## src/rtl/tmg_mac_accum_if.sv

```systemverilog
// ============================================================================
// Module      : tmg_mac_accum_if
// Description : Weight-load, run-control, pixel-stream and result bundle for
//               the Toeplitz MAC accumulator.
// Revision    : 1.0 - initial release
// ============================================================================
`default_nettype none

interface tmg_mac_accum_if #(
    parameter int DW = 8,
    parameter int IW = 4,
    parameter int AW = 20
) ();
    logic          w_we;
    logic [IW-1:0] w_idx;
    logic [7:0]    w_data;
    logic          start;
    logic [7:0]    num_win;
    logic [DW-1:0] din;
    logic          din_valid;
    logic [AW-1:0] result;
    logic          res_valid;
    logic          done;
    logic          busy;
    logic [7:0]    win_cnt;

    modport master (
        output w_we, w_idx, w_data, start, num_win, din, din_valid,
        input  result, res_valid, done, busy, win_cnt
    );

    modport slave (
        input  w_we, w_idx, w_data, start, num_win, din, din_valid,
        output result, res_valid, done, busy, win_cnt
    );
endinterface

`default_nettype wire

```

## src/rtl/tmg_mac_accum.sv

```systemverilog
// ============================================================================
// Module      : tmg_mac_accum
// Description : Multiply-accumulate of a Toeplitz-ordered pixel stream against
//               KLEN signed kernel taps; one result per window, num_win windows
//               per run. Define TMG_MAC_RELU_EN to clamp negative sums to 0.
// Revision    : 1.0 - initial release
// ============================================================================
`default_nettype none

module tmg_mac_accum #(
    parameter int DW   = 8,
    parameter int KLEN = 9,
    parameter int AW   = 20,
    parameter int IW   = 4
) (
    input  wire            clk,
    input  wire            rst,
    tmg_mac_accum_if.slave bus
);

    localparam int            c_PW       = DW + 9;
    localparam logic [IW-1:0] c_LAST_TAP = IW'(KLEN - 1);
    localparam logic [IW:0]   c_KLEN_X   = (IW + 1)'(KLEN);

    typedef enum logic [0:0] {
        S_IDLE = 1'b0,
        S_ACC  = 1'b1
    } state_t;

    state_t        state_q;
    logic          busy_q;
    logic          res_valid_q;
    logic          done_q;
    logic [AW-1:0] result_q;
    logic [AW-1:0] acc_q;
    logic [IW-1:0] tap_q;
    logic [7:0]    win_cnt_q;
    logic [7:0]    num_win_q;
    logic [7:0]    weight_q [KLEN];

    logic signed [c_PW-1:0] w_din_ext;
    logic signed [c_PW-1:0] w_wt_ext;
    logic signed [c_PW-1:0] w_prod;
    logic        [AW-1:0]   w_prod_ext;
    logic        [AW-1:0]   w_sum_d;
    logic        [AW-1:0]   w_res_d;
    logic        [7:0]      w_win_cnt_d;
    logic                   w_idx_ok;

    // Pixel is unsigned, weight is signed: both widened to the product width.
    assign w_din_ext = {{9{1'b0}}, bus.din};
    assign w_wt_ext  = {{(DW + 1){weight_q[tap_q][7]}}, weight_q[tap_q]};
    assign w_prod    = w_din_ext * w_wt_ext;

    generate
        if (AW > c_PW) begin : g_prod_sext
            assign w_prod_ext = {{(AW - c_PW){w_prod[c_PW-1]}}, w_prod};
        end else if (AW == c_PW) begin : g_prod_same
            assign w_prod_ext = w_prod;
        end else begin : g_prod_trunc
            assign w_prod_ext = w_prod[AW-1:0];
        end
    endgenerate

    assign w_sum_d     = acc_q + w_prod_ext;
    assign w_win_cnt_d = win_cnt_q + 8'd1;
    assign w_idx_ok    = ({1'b0, bus.w_idx} < c_KLEN_X);

`ifdef TMG_MAC_RELU_EN
    assign w_res_d = w_sum_d[AW-1] ? '0 : w_sum_d;
`else
    assign w_res_d = w_sum_d;
`endif

    always_ff @(posedge clk or posedge rst) begin
        if (rst) begin
            state_q     <= S_IDLE;
            busy_q      <= 1'b0;
            res_valid_q <= 1'b0;
            done_q      <= 1'b0;
            result_q    <= '0;
            acc_q       <= '0;
            tap_q       <= '0;
            win_cnt_q   <= '0;
            num_win_q   <= '0;
            for (int i = 0; i < KLEN; i++) begin
                weight_q[i] <= '0;
            end
        end else begin
            res_valid_q <= 1'b0;
            done_q      <= 1'b0;
            case (state_q)
                S_IDLE: begin
                    if (bus.w_we && w_idx_ok) begin
                        weight_q[bus.w_idx] <= bus.w_data;
                    end
                    if (bus.start) begin
                        if (bus.num_win != 8'd0) begin
                            state_q   <= S_ACC;
                            busy_q    <= 1'b1;
                            num_win_q <= bus.num_win;
                            acc_q     <= '0;
                            tap_q     <= '0;
                            win_cnt_q <= '0;
                        end else begin
                            done_q <= 1'b1;
                        end
                    end
                end
                S_ACC: begin
                    if (bus.din_valid) begin
                        if (tap_q == c_LAST_TAP) begin
                            result_q    <= w_res_d;
                            res_valid_q <= 1'b1;
                            acc_q       <= '0;
                            tap_q       <= '0;
                            win_cnt_q   <= w_win_cnt_d;
                            // Final window of the run: leave ACC with done aligned to res_valid.
                            if (w_win_cnt_d == num_win_q) begin
                                state_q <= S_IDLE;
                                busy_q  <= 1'b0;
                                done_q  <= 1'b1;
                            end
                        end else begin
                            acc_q <= w_sum_d;
                            tap_q <= tap_q + 1'b1;
                        end
                    end
                end
                default: begin
                    state_q <= S_IDLE;
                    busy_q  <= 1'b0;
                end
            endcase
        end
    end

    assign bus.result    = result_q;
    assign bus.res_valid = res_valid_q;
    assign bus.done      = done_q;
    assign bus.busy      = busy_q;
    assign bus.win_cnt   = win_cnt_q;

endmodule

`default_nettype wire
```

## src/flat_wrapper.sv

```systemverilog
// flat-port wrapper written by rule: the top's interface ports become plain ports
module tmg_mac_accum_flat 
#(
    parameter int DW   = 8,
    parameter int KLEN = 9,
    parameter int AW   = 20,
    parameter int IW   = 4
)
  (clk, rst, bus_w_we, bus_w_idx, bus_w_data, bus_start, bus_num_win, bus_din, bus_din_valid, bus_result, bus_res_valid, bus_done, bus_busy, bus_win_cnt);
  tmg_mac_accum_if #(.DW(DW), .IW(IW), .AW(AW)) bus_i ();
  input  wire clk;
  input  wire rst;
  input wire logic [$bits(bus_i.w_we)-1:0] bus_w_we;
  input wire logic [$bits(bus_i.w_idx)-1:0] bus_w_idx;
  input wire logic [$bits(bus_i.w_data)-1:0] bus_w_data;
  input wire logic [$bits(bus_i.start)-1:0] bus_start;
  input wire logic [$bits(bus_i.num_win)-1:0] bus_num_win;
  input wire logic [$bits(bus_i.din)-1:0] bus_din;
  input wire logic [$bits(bus_i.din_valid)-1:0] bus_din_valid;
  output wire logic [$bits(bus_i.result)-1:0] bus_result;
  output wire logic [$bits(bus_i.res_valid)-1:0] bus_res_valid;
  output wire logic [$bits(bus_i.done)-1:0] bus_done;
  output wire logic [$bits(bus_i.busy)-1:0] bus_busy;
  output wire logic [$bits(bus_i.win_cnt)-1:0] bus_win_cnt;
  assign bus_i.w_we = bus_w_we;
  assign bus_i.w_idx = bus_w_idx;
  assign bus_i.w_data = bus_w_data;
  assign bus_i.start = bus_start;
  assign bus_i.num_win = bus_num_win;
  assign bus_i.din = bus_din;
  assign bus_i.din_valid = bus_din_valid;
  assign bus_result = bus_i.result;
  assign bus_res_valid = bus_i.res_valid;
  assign bus_done = bus_i.done;
  assign bus_busy = bus_i.busy;
  assign bus_win_cnt = bus_i.win_cnt;
  tmg_mac_accum #(.DW(DW), .KLEN(KLEN), .AW(AW), .IW(IW)) u_core (.clk(clk), .rst(rst), .bus(bus_i));
endmodule
```

## config.mk

```make
export PLATFORM = sky130hd
export DESIGN_NAME = tmg_mac_accum_flat
export DESIGN_NICKNAME = d
export VERILOG_FILES = /design/src/rtl/tmg_mac_accum_if.sv /design/src/rtl/tmg_mac_accum.sv /design/src/flat_wrapper.sv
export SDC_FILE = /design/constraint.sdc
export NUM_CORES = 1
export LEC_CHECK = 0
export ABC_AREA = 1
export CAP_MARGIN = 5
export CORE_ASPECT_RATIO = 0.5
export CORE_MARGIN = 3
export CORE_UTILIZATION = 40
export CTS_CLUSTER_DIAMETER = 40
export DETAILED_ROUTE_END_ITERATION = 6
export DONT_BUFFER_PORTS = 1
export GPL_ROUTABILITY_DRIVEN = 0
export GPL_TIMING_DRIVEN = 0
export PLACE_DENSITY = 0.64
export SYNTH_ARGS = -nofsm -noshare
export SYNTH_HDL_FRONTEND = slang
export SYNTH_SLANG_ARGS = --single-unit
```

## constraint.sdc

```tcl
create_clock -name clk -period 5.48 [get_ports clk]
set_input_delay 1.644 -clock clk [delete_from_list [all_inputs] [get_ports clk]]
set_output_delay 1.644 -clock clk [all_outputs]
set_load 0.01 [all_outputs]
```

Word level (Yosys, flattened, before mapping)
Index checks and enable logic that the tools add are counted.
{ "totals": {"register_bits": 136, "word_cells": 87, "in_bits": 33} }
{ "classes": {"bitwise": 3, "n_reduce_logical": 9, "muxes": 42, "n_lt_le_gt_ge": 4, "n_addsub": 3, "mul": 1, "eq_ne": 7} }
{ "op_table": {"columns": ["operator", "count"], "rows": [
  ["20-bit two-way mux", 4],
  ["72-bit bitwise mux", 1],
  ["8-bit two-way mux", 7],
  ["20-bit one-hot mux with 2 select lines", 1],
  ["8-bit binary-select mux with 4-bit select", 1],
  ["8-bit demux with 4-bit select", 1],
  ["20-bit adder", 1],
  ["1-bit two-way mux", 18],
  ["9-bit by 8-bit multiplier with 17-bit output", 1],
  ["4-bit two-way mux", 4],
  ["8-bit one-hot mux with 2 select lines", 1],
  ["5-bit greater-or-equal comparator (second input constant)", 2],
  ["4-bit inverter with 5-bit output", 2],
  ["3-bit AND reduction", 3],
  ["8-bit by 1-bit adder with 8-bit output (second input constant)", 1],
  ["8-bit == test", 1],
  ["2-bit inequality test (second input constant)", 4],
  ["4-bit one-hot mux with 2 select lines", 1],
  ["8-bit nonzero test", 1],
  ["1-bit one-hot mux with 2 select lines", 3],
  ["5-bit by 1-bit < comparator with 1-bit output (second input constant)", 1],
  ["5-bit AND reduction", 1],
  ["4-bit by 1-bit adder with 4-bit output (second input constant)", 1],
  ["4-bit == test (second input constant)", 1],
  ["6 further kinds", 7]
]} }

Depth between registers and ports, before layout
{ "logic_depth": {"ltp_word": 9, "mapped_depth": 37, "mapped_depth_nobuf": 35} }

Worst setup path after synthesis
OpenSTA, ideal clock, no wires.
{ "synth_path": {"path_kind": "in2reg", "startpoint": "input bus_din[0]", "endpoint": "register u_core.acc_q[14]", "cell_stages": 25, "arrival_ns": 6.387, "path_buffers": 0, "required_time_ns": 5.363, "path_slack_ns": -1.025, "path_cell_list": "inv_1 nand2_1 fa_1 fa_1 inv_1 fa_1 inv_1 fa_1 inv_1 ha_1 nand2_1 inv_1 a21oi_1 o21ai_0 a21oi_1 xor2_1 inv_1 ha_1 a21oi_1 o21ai_0 nor2_1 nand2_1 or2_2 nand3_1 nand2_1"} }
{ "synth_between": {"elab_chain_len": 5} }
{ "synth_rtl": {"columns": ["element", "line_no", "rtl"], "rows": [
  ["start: declaration", "flat_wrapper.sv:18", "input wire logic [$bits(bus_i.din)-1:0] bus_din;"],
  ["9-bit by 8-bit multiplier with 17-bit output", "tmg_mac_accum.sv:53", "assign w_prod = w_din_ext * w_wt_ext;"],
  ["20-bit adder", "tmg_mac_accum.sv:65", "assign w_sum_d = acc_q + w_prod_ext;"],
  ["20-bit two-way mux", "tmg_mac_accum.sv:112", "if (tap_q == c_LAST_TAP) begin"],
  ["20-bit two-way mux", "tmg_mac_accum.sv:111", "if (bus.din_valid) begin"],
  ["20-bit one-hot mux with 2 select lines", "tmg_mac_accum.sv:92", "case (state_q)"],
  ["end signal: assignment", "tmg_mac_accum.sv:125", "acc_q <= w_sum_d;"],
  ["end: declaration", "tmg_mac_accum.sv:35", "logic [AW-1:0] acc_q;"]
]} }
Every way passes these cells. The select of a mux whose other input is x is not followed.
A chain may end at the register's enable or synchronous reset.

Worst setup path after layout
{ "layout_path": {"startpoint": "register u_core.tap_q[0]", "endpoint": "register u_core.result_q[17] (netlist: u_core.bus.result[17])"} }
{ "layout_between": {"elab_chain_len": 6, "word_cells_on_any_way": 8, "classes_between": "1 x add/sub; 1 x mul; 1 x eq/ne; 3 x mux; 1 x bitwise; 1 x reduce/logical"} }
{ "layout_rtl": {"columns": ["element", "line_no", "rtl"], "rows": [
  ["start: declaration", "tmg_mac_accum.sv:36", "logic [IW-1:0] tap_q;"],
  ["start signal: assignment", "tmg_mac_accum.sv:126", "tap_q <= tap_q + 1'b1;"],
  ["4-bit inverter with 5-bit output (implied by the code)", "tmg_mac_accum.sv:52", "assign w_wt_ext = {{(DW + 1){weight_q[tap_q][7]}}, weight_q[tap_q]};"],
  ["8-bit binary-select mux with 4-bit select", "tmg_mac_accum.sv:52", null],
  ["8-bit two-way mux (implied by the code) (2 in series)", "tmg_mac_accum.sv:52", null],
  ["9-bit by 8-bit multiplier with 17-bit output", "tmg_mac_accum.sv:53", null],
  ["20-bit adder", "tmg_mac_accum.sv:65", null],
  ["end signal: assignment", "tmg_mac_accum.sv:113", "result_q <= w_res_d;"],
  ["end: declaration", "tmg_mac_accum.sv:34", "logic [AW-1:0] result_q;"]
]} }
Several ways; a longest one is shown, not always the timed one. The select of a mux whose other input is x is not followed.

==> impl_metrics.yaml <==
outcome:
  outcome: "complete, but fails checks"
  failed_checks: "setup timing"
setup_path:
  regToRegSetupSlack_ns: -0.71
  critPathBufInv: 11
  worst_ep_required_time_ns: 5.80
  crit_family: "adder cells"
  cp_max_fo: 8
  cpMostUsedCell: "inv_2"
  worstSetupEndpointType: "flip-flop"
  crit_type: "flip-flop to flip-flop"
  critPathMaxStageDelay_ns: 0.56
  slowest_stage: "fa_1"
  startpoint_type: "flip-flop"
  worstPathArrival_ns: 6.51
drt:
  ant_nets: 0
  drt_wl_total_um: 25700
  vias: 8381
  drc: 0
  drt-initial-drc-count: 602
  vias_per_cell: 5.308
  wl_per_cell_um: 16.27
  first_pass_iters: 5
timing:
  slew_headroom: 0.6217
  final_max_slew_viol_count: 0
  fin_ws_ns: -0.7059
  skew_ns: 0.007409
  final-hold-violation-count: 0
  period_needed_ns: 6.186
  fin_crit_sh: 1.129
  setup_viol: 24
  worst_hold_slack_ns: 0.4836
  rsz0062_at_grt: "true"
  max_freq_ghz: 0.1617
  worstMarginPinSlew_ns: 0.5615
global_routing:
  grt.busiest_layer: "met2"
  grt_pass1_vias: 8337
  antenna_found_initial: 0
  grt_max_degree: 81
  met2_usage: 0.3459
  grt_pass1_wl_um: 41360
  track_usage: 0.2066
  grtUsageMet3: 0.04454
  gr-total-overflow: 0
  use_met1: 0.2685
synthesis:
  synth-seq-area-share: 0.3691
  ys_types: 35
  syn_inst: 1180
  syn_area_per_cell_sq_um: 7.814
  ys_ff_latch: 136
  synthesis.nets: 1318
  synth_area_sq_mm: 0.009220
  ys_warn_count: 0
clocking:
  htreeDepth: 4
  cts_hold_buf: 0
  cts_root_buf: "clkbuf_16"
  clock_latency_ns: 0.43
  clockBufferDepth: 2
  cts_tree: "built"
  numCtsBuffers: 17
  path_clk_slew_ns: 0.06
  clkSinkCount: 136
cells_and_area:
  diodes: 0
  multi_input_area_sq_mm: 0.005917
  area_growth_pct: 28.36
  drive_above_1_share: 0.2400
  nets: 1404
  post-route-util: 0.5342
  seqCellArea_sq_mm: 0.003405
  n_fill_cell: 1972
floorplanning:
  die_y_um: 113.4
  std_cell_rows: 38
  core_sq_mm: 0.02216
  die-area_sq_mm: 0.02502
  start_util: 0.4161
  die_w_um: 220.7
  io_pins: 64
hold_path:
  hp-class: "flip-flop to flip-flop"
job:
  drv_cap: 0
placed_design:
  port_buffers: 0
  dp_hpwl_um: 18030
  dpl_worst_slack_ns: -1.258
## cell usage in the layout (no fill, tap or decap), types with 21 or more instances in the layout
| cell | count |
|---|---|
| nor2_2 | 23 |
| ha_1 | 48 |
| inv_1 | 126 |
| fa_1 | 34 |
| buf_4 | 57 |
| nand4_1 | 21 |
| dfrtp_1 | 135 |
| o21ai_0 | 113 |
| nand3_1 | 42 |
| nand2_1 | 265 |
| nand2_2 | 23 |
| nor2_1 | 98 |
## per-layer routing
layer | wire length (um) | vias up
met4 | 581 | 0
met5 | 0 | -
met1 | 11250 | 4058
li1 | - | 4012
met2 | 12360 | 268
met3 | 1508 | 43
## worst paths after layout
check,startpoint,endpoint,cells past startpoint
worst min-delay path,u_core.weight_q[25],u_core.weight_q[25],2
max in group asynchronous,rst,u_core.weight_q[33],2
worst max register to register,u_core.tap_q[0],u_core.bus.result[17],34
worst min register to register,u_core.weight_q[25],u_core.weight_q[25],2
worst max-delay path,u_core.tap_q[0],u_core.bus.result[17],34
min in group asynchronous,rst,u_core.num_win_q[6],1
## layout make-up
class,count,share of cell area
tap,300,0.03172
multi-input combinational,860,0.4999
buffer,28,0.01818
sequential,136,0.2877
clock inverter,14,0.01797
inverter,156,0.05402
clock buffer,18,0.03626
timing repair buffer,67,0.05423
## stage by stage
stage	std cells	area (sq um)	TNS, ns
floorplan	1180	9400	-7.406
global placement	1480	9776	-197.21
detailed placement	1481	9808	-22.48
CTS	1561	11310	-8.156
global route	1579	11840	-19.27
finish	1579	11840	-14.02
## worst reg2reg max path: cells and delay by family, from the launching register on
| kind | cells | cell delay [ns] |
|---|---|---|
| XOR/XNOR | 1 | 0.21 |
| AO/OA/AOI/OAI | 4 | 0.50 |
| adder cells (fa/ha/maj) | 6 | 2.74 |
| AND/OR/NAND/NOR | 12 | 1.26 |
| buffers and inverters | 11 | 0.96 |
| flip-flops | 1 | 0.39 |
## repair_timing
action                     CTS  global route
buffers inserted            45            18
cloned                       3             0
gates resized for setup    117           106
setup endpoints to repair   28            28
pin swaps                   74            76
## synth_stat cells
master / count / share of area
ha_1: 67 / 0.091
o211ai_1: 5 / 0.0041
o21bai_1: 1 / 0.00081
clkbuf_1: 9 / 0.0037
fa_1: 38 / 0.083
o21a_1: 2 / 0.0016
nand4_1: 21 / 0.014
a21o_1: 3 / 0.0024
o21ai_0: 136 / 0.074
buf_4: 2 / 0.0016
o22ai_1: 9 / 0.0061
o221ai_1: 13 / 0.012
or2_2: 6 / 0.0041
and3_1: 1 / 0.00068
buf_1: 1 / 0.00041
inv_2: 6 / 0.0024
a21oi_1: 36 / 0.020
inv_1: 149 / 0.061
nand2_2: 2 / 0.0014
xnor2_1: 5 / 0.0047
nand3b_1: 8 / 0.0065
nand2_1: 296 / 0.12
clkinv_1: 1 / 0.00041
o21ai_1: 3 / 0.0016
nand3_1: 57 / 0.031
nor2_1: 126 / 0.051
o21ai_2: 1 / 0.00095
nor4_4: 1 / 0.0023
buf_2: 16 / 0.0087
xor2_1: 14 / 0.013
dfrtp_1: 136 / 0.37
nor3_1: 5 / 0.0027
a22o_1: 1 / 0.00095
nor2_4: 1 / 0.0012
a31oi_1: 2 / 0.0014
## registers in the layout (all words and copies together), names as in the netlist
register and cells:
u_core.tap_q 4, u_core.bus.busy 1, u_core.state_q 1, u_core.acc_q 20, u_core.bus.win_cnt 8, u_core.bus.done 1, u_core.num_win_q 8, u_core.bus.res_valid 1
u_core.weight_q 72, u_core.bus.result 20
## cells by family (layout without fill, tap and decap cells)
| logic type | Yosys count | after routing | synth area share |
|---|---|---|---|
| AND/OR/NAND/NOR | 524 | 524 | 0.2359 |
| AO/OA/AOI/OAI | 212 | 212 | 0.1257 |
| buffers and inverters | 184 | 283 | 0.07789 |
| flip-flops | 136 | 136 | 0.3691 |
| adder cells (fa/ha/maj) | 105 | 105 | 0.1734 |
| XOR/XNOR | 19 | 19 | 0.01805 |
Power is not shown: default switching activity piles up to over one toggle a cycle in this logic, so the estimate is an artifact.
